File: src/rtl/apb_slave_mem.sv
// apb_slave_mem: APB4 completer backed by a byte-strobed word array,
// with a fixed number of wait states and an out-of-range error response.
module apb_slave_mem #(
    parameter int ADD_WIDTH   = 8,
    parameter int WIDTH       = 32,
    parameter int DEPTH       = 64,
    parameter int WAIT_CYCLES = 1
) (
    input  logic                 pclk,
    input  logic                 presetn,
    input  logic                 psel,
    input  logic                 penable,
    input  logic                 pwrite,
    input  logic [WIDTH/8-1:0]   pstrb,
    input  logic [ADD_WIDTH-1:0] paddr,
    input  logic [WIDTH-1:0]     pwdata,
    output logic [WIDTH-1:0]     prdata,
    output logic                 pready,
    output logic                 pslverr
);
    localparam int IW = DEPTH > 1 ? $clog2(DEPTH) : 1;
    localparam int NB = WIDTH / 8;
    localparam logic [ADD_WIDTH:0] DEPTH_L = (ADD_WIDTH + 1)'(DEPTH);
    localparam logic [3:0] WAIT_L = 4'(WAIT_CYCLES);

    typedef enum logic {IDLE, ACCESS} state_t;

    state_t           state, state_nxt;
    logic [3:0]       cnt, cnt_nxt;
    logic [WIDTH-1:0] mem [DEPTH];
    logic             err, done;
    logic [IW-1:0]    idx;

    assign err     = {1'b0, paddr} >= DEPTH_L;
    assign idx     = paddr[IW-1:0];
    assign done    = state == ACCESS && psel && penable && cnt == 4'd0;
    assign pready  = done;
    assign pslverr = done && err;
    assign prdata  = (done && !err && !pwrite) ? mem[idx] : '0;

    always_ff @(posedge pclk or negedge presetn) begin
        if (!presetn) begin
            state <= IDLE;
            cnt   <= '0;
        end else begin
            state <= state_nxt;
            cnt   <= cnt_nxt;
        end
    end

    // A dropped psel aborts; a fresh setup while in ACCESS restarts the wait.
    always_comb begin
        state_nxt = state;
        cnt_nxt   = cnt;
        if (state == IDLE) begin
            if (psel && !penable) begin
                state_nxt = ACCESS;
                cnt_nxt   = WAIT_L;
            end
        end else if (!psel) begin
            state_nxt = IDLE;
        end else if (!penable) begin
            cnt_nxt = WAIT_L;
        end else if (cnt != 4'd0) begin
            cnt_nxt = cnt - 4'd1;
        end else begin
            state_nxt = IDLE;
        end
    end

    always_ff @(posedge pclk or negedge presetn) begin
        if (!presetn) begin
            for (int i = 0; i < DEPTH; i++) mem[i] <= '0;
        end else if (done && pwrite && !err) begin
            for (int b = 0; b < NB; b++)
                if (pstrb[b]) mem[idx][8*b +: 8] <= pwdata[8*b +: 8];
        end
    end
endmodule

File: config.mk
export PLATFORM = sky130hd
export DESIGN_NAME = apb_slave_mem
export DESIGN_NICKNAME = d
export VERILOG_FILES = /design/src/rtl/apb_slave_mem.sv
export SDC_FILE = /design/constraint.sdc
export NUM_CORES = 2
export LEC_CHECK = 0
export BUFFER_PORTS_ARGS = -buffer_cell sky130_fd_sc_hd__buf_2
export CORE_MARGIN = 2
export CORE_UTILIZATION = 45
export DETAILED_ROUTE_END_ITERATION = 10
export GPL_TIMING_DRIVEN = 0
export PLACE_DENSITY = 0.61
export SLEW_MARGIN = 10
export SYNTH_ARGS = -nofsm -noshare
export SYNTH_HDL_FRONTEND = slang
export SYNTH_SLANG_ARGS = --single-unit
File: constraint.sdc
create_clock -name pclk -period 2.51 [get_ports pclk]
set_input_delay 0.502 -clock pclk [delete_from_list [all_inputs] [get_ports pclk]]
set_output_delay 0.502 -clock pclk [all_outputs]
set_load 0.005 [all_outputs]
# [Word level (Yosys, flattened, before mapping)]
# Cells that the tools add are included.
[word_totals] register_bits=2053 word_cells=123
[classes] n_addsub=1 reduce_logical=17 n_lt_le_gt_ge=3 n_mux=33 n_eq_ne=2 n_bitwise=1
[ops] op="$mux W2048" count=7
[ops] op="$bwmux W2048" count=4
[ops] op="$demux W32 S6" count=4
[ops] op="$bmux W32 S6" count=1
[ops] op="$mux W32" count=4
[ops] op="$mux W24" count=1
[ops] op="$mux W4" count=5
[ops] op="$mux W16" count=1
[ops] op="$logic_and A1 B1 Y1" count=10
[ops] op="$ge A8 B7 Y1 const B" count=1
[ops] op="$mux W8" count=1
[ops] op="$ge A7 B7 Y1 const B" count=1
[ops] op="$lt A7 B1 Y1 const B" count=1
[ops] op="$not A6 Y7" count=1
[ops] op="$mux W1" count=5
[ops] op="$logic_not A4 Y1" count=1
[ops] op="$reduce_bool A4 Y1" count=1
[ops] op="$sub A4 B1 Y4 const B" count=1
[ops] op="$logic_not A1 Y1" count=3
[ops] op="$ne A3 B2 Y1 const B" count=1
[ops] op="$reduce_and A3 Y1" count=1
[ops] op="$ne A2 B2 Y1 const B" count=1
[ops] op="$reduce_bool A2 Y1" count=1

# [Longest topological paths before layout]
[depth] ltp_word=16 mapped_depth=10 mapped_depth_nobuf=8

# [Worst setup path after synthesis]
# Ideal clock, no wire load.
[synth_path] kind="input port to output port" startpoint="in paddr[0]" endpoint="out prdata[21]" stages=8 setup_slack_ns=-0.159 t_required_ns=2.008 arrival_time_ns=2.167 cell_sequence="buf_4 buf_2 buf_1 mux2_2 a221oi_1 o22ai_1 a22oi_1 a31oi_1"
[synth_via] elab_chain_len=5 elab_cells_between_ends=9 cone_classes="order compare (1); mux (4); bitwise (1); reduce/logical (3)"
[synth_lines] item="from (decl)" line_no="15" source="input logic [ADD_WIDTH-1:0] paddr,"
[synth_lines] item="$not A6 Y7 (not written as such) or $ge A8 B7 Y1 (tied branches)" line_no="39, 34"
[synth_lines] item="$bmux W32 S6 or $logic_not A1 Y1 (tied branches)" line_no="39" source="assign prdata = (done && !err && !pwrite) ? mem[idx] : '0;"
[synth_lines] item="$mux W32 (not written as such) or $logic_and A1 B1 Y1 (tied branches) (2 in series)" line_no="39"
[synth_lines] item="$mux W32 *" line_no="39"
[synth_lines] item="to (decl)" line_no="17" source="output logic [WIDTH-1:0] prdata,"
# Mark *: on every way between the ends. The rest lies on a longest branch, timed or not. The select of a mux whose other input is x is not followed.

# [Final worst setup path]
[layout_path] startpoint="in paddr[5]" endpoint="out prdata[1]"
# Same word-level chain as after synthesis.

==> results.md <==
* Die X at 463 µm
* WL final at around 460 mm
* Final hold vios at between 100 and 150
* Failing checks: hold timing, setup timing
* Simple-gate share of the synthesized area at 0.0398
* Register area at 51,400 µm²
* CP Data Arrival Time at 3.38 ns
* Yosys warnings at 0
* Routed WL per cell at between 40 and 50 µm
* Total number of vias at 71,000
* Worst-case clock buffer depth at 3
* Cell Pwr Density at 650 nW/µm²
* Synth top cells by count: dfrtp_1 (2,053), mux2_2 (1,839), a221oi_1 (457), clkbuf_1 (421), a22oi_1 (256)
* Setup Skew at roughly 0.034 ns
* Worst rel slew slack at 0.0879
* Largest cells by area after synthesis: dfrtp_1 (54%), mux2_2 (22%), a221oi_1 (4.2%)
* Final setup fails at 1,888
* Die Ht at approximately 460 µm
* First-pass GRT wire length at around 610 mm
* Synthesized flop and latch total at between 2,000 and 2,500
* Tightest Pin Transition at approximately 1.4 ns
* Rows at 168
* Clock root buffer master: clkbuf_16
* Cell area after layout at 114,000 µm²
* Clk slew on worst S/H paths at about 0.06 ns
* Synth Net Count at 7,084
* Largest net degree at the start of global routing at 154
* DRC at 0
* Starting DRC count in detailed routing at 9,168
* Crit path required time at ~2 ns
* Synth async-reset ratio at 1.00
* CTS Sinks at 2,053
* Synth top area share at 0.543
* Post-layout util at 0.544
* Initial Util at 0.452
* Drt via density at 6.76
* Worst hold path class: in2async
* Post-Synth XOR/XNOR Area at 0
* Share of layout cells above drive strength 1 at 0.474
* Synthesized-area fraction occupied by adder cells at 0.000132
* Buffers on Ports at 49
* Fmax at approximately 260 MHz
* Synth cell types at 64
* Critical path capture point type: output pin
* Pins Over Slew Limit at 0
* Number of CTS-inserted buffers at 219
* I/O pin count at 83
* # Max-Cap Violations at 0
* DP Wirelength at 336 mm
* Worst slack, placed at -3.72 ns
* Worst-Skew Late Latency at 0.94 ns
* CTS tree: yes
* Mean post-synth cell area at ~13 µm²
* RSZ-0062 raised after global routing: yes
* Sequential area share after synthesis at 0.543
* Gpl congestion at 1.06
* Synth Area in Compound Gates at 0.112
* CP Max Fanout at 10
* Detail Route Antenna Nets at 0
* GR peak layer: met2
* Multi-input gate area at about 44,000 µm²
* Final worst path period share at 1.55
* Vias in the first global route at 68,900
* Status: finished, violations left
* Die area at 214,000 µm²
* Area after DPL at between 90,000 and 100,000 µm²
* Grt total ovfl at 0
* Post-synth top flop: dfrtp_1
* Setup ws final at -1.38 ns
* Synthesized netlist cell count at 7,034
* Nets at 7,482
* Area of the core at 209,000 µm²
* H-tree Lvls at 4
* Syn Std Cell Area at between 90,000 and 100,000 µm²
* Met2 global-route usage at 0.591
* EDFF count, synth at 0
* Critical path startpoint category: input port
* Tmin final at 3.89 ns
* Pleak at 55.1 nW
* GR met3 Demand/Resource at 0.138
* GR Util met1 at 0.514
* P&R area growth vs syn at 20.2%
* Worst vdd ir at 0.806 mV
* Worst Setup Path Type: in2out
* Yosys top cell by area: dfrtp_1
* Largest family of logic cells by synthesized area: multiplexers
* Min Hold Slack at -0.443 ns
* Top-count cell post-synth: dfrtp_1
* Mux share of post-synthesis cell area at 0.277
* GRT Total Usage at 0.417
* Hold buffer count at cts at 6
* Count of TritonRoute iterations in the first routing pass at 8
* Initial antenna violation count at just under 70
* Fillers at 17,500
[critical path, cell delays in order]
cell and delay, ns:
buf_2 0.36, clkbuf_4 0.36, nand2_1 0.15, nor2_4 0.36, buf_4 0.37, a21oi_1 0.29, o22a_1 0.32, a41oi_4 0.43
buf_2 0.19
[cells in the final DEF, fill, tap and decap left out, types with 78 or more instances in the layout]
cell       instances
buf_4             98
a22oi_1          224
mux2_2          1833
mux2i_1          140
clkbuf_8         113
clkbuf_1         252
dfrtp_1         2053
a22o_1            91
nand2_2          135
mux2_4           244
nor2_1           186
a221oi_1         433
diode_2           78
a21oi_1          171
buf_2            101
clkbuf_16        241
[per-stage QoR]
step / hold WS (ns) / total power, W / std cells / TNS, ns
after floorplan: 0.206 / 0.0355 / 7034 / -0.0695
after global placement: 0.468 / 0.0389 / 9888 / -
after detailed placement: 0.482 / 0.0392 / 9944 / -3321.62
after CTS: -0.408 / 0.0735 / 10400 / -673.49
after global routing: -0.381 / 0.0754 / 10400 / -682.42
final: -0.443 / 0.0740 / 10500 / -557.93
[power by group]
| group | total, W | leakage, nW | internal (W) | switching (W) |
|---|---|---|---|---|
| sequential | 0.0332 | 28.7 | 0.0331 | 0.0000273 |
| clock | 0.0344 | 3.75 | 0.0198 | 0.0146 |
| combinational | 0.00642 | 22.6 | 0.00130 | 0.00512 |
[registers in the layout, indices dropped and copies added, names as in the netlist]
register / flops
state: 1
mem: 2048
cnt: 4
[per-layer routing]
metal  wire length [µm]  vias up
met5                303        -
met4              46600       22
met3              49500     1346
met2             191000     4409
met1             172000    37800
li1                   -    27500
[final cells by class]
class	count	share of cell area
sequential	2053	0.451
multi-input combinational	4360	0.385
clock buffer	339	0.0584
buffer	608	0.0425
tap	2805	0.0308
timing repair buffer	181	0.0212
clock inverter	71	0.00847
antenna	78	0.00172
inverter	9	0.000341
[timing repair]
action	in CTS	in global routing
setup buffers	21	29
gates cloned	7	15
pin swaps	41	42
resized for setup	1169	423
endpoints found under the setup margin	2372	2372
endpoints found under the hold margin	125	109
[cell families (layout without fill, tap and decap cells)]
group | count (synthesis) | after routing
other cells | 0 | 78
flops | 2053 | 2053
simple gates | 662 | 662
buf+inv | 621 | 1208
fa+ha+maj | 1 | 1
mux | 2262 | 2262
compound gates | 1435 | 1435
[final timing paths]
| check | to | slack, ns | startpoint | cells past startpoint |
|---|---|---|---|---|
| max in group asynchronous | mem[1145] | 0.28 | presetn | 5 |
| setup reg to reg | mem[320] | -0.46 | cnt[0] | 11 |
| hold / removal | cnt[3] | -0.44 | presetn | 1 |
| min in group pclk | cnt[3] | 0.07 | psel | 4 |
| setup / recovery | prdata[1] | -1.38 | paddr[5] | 9 |
| hold reg to reg | mem[1750] | 0.49 | mem[1750] | 1 |
Note: power is estimated with default switching activity, not from simulation.
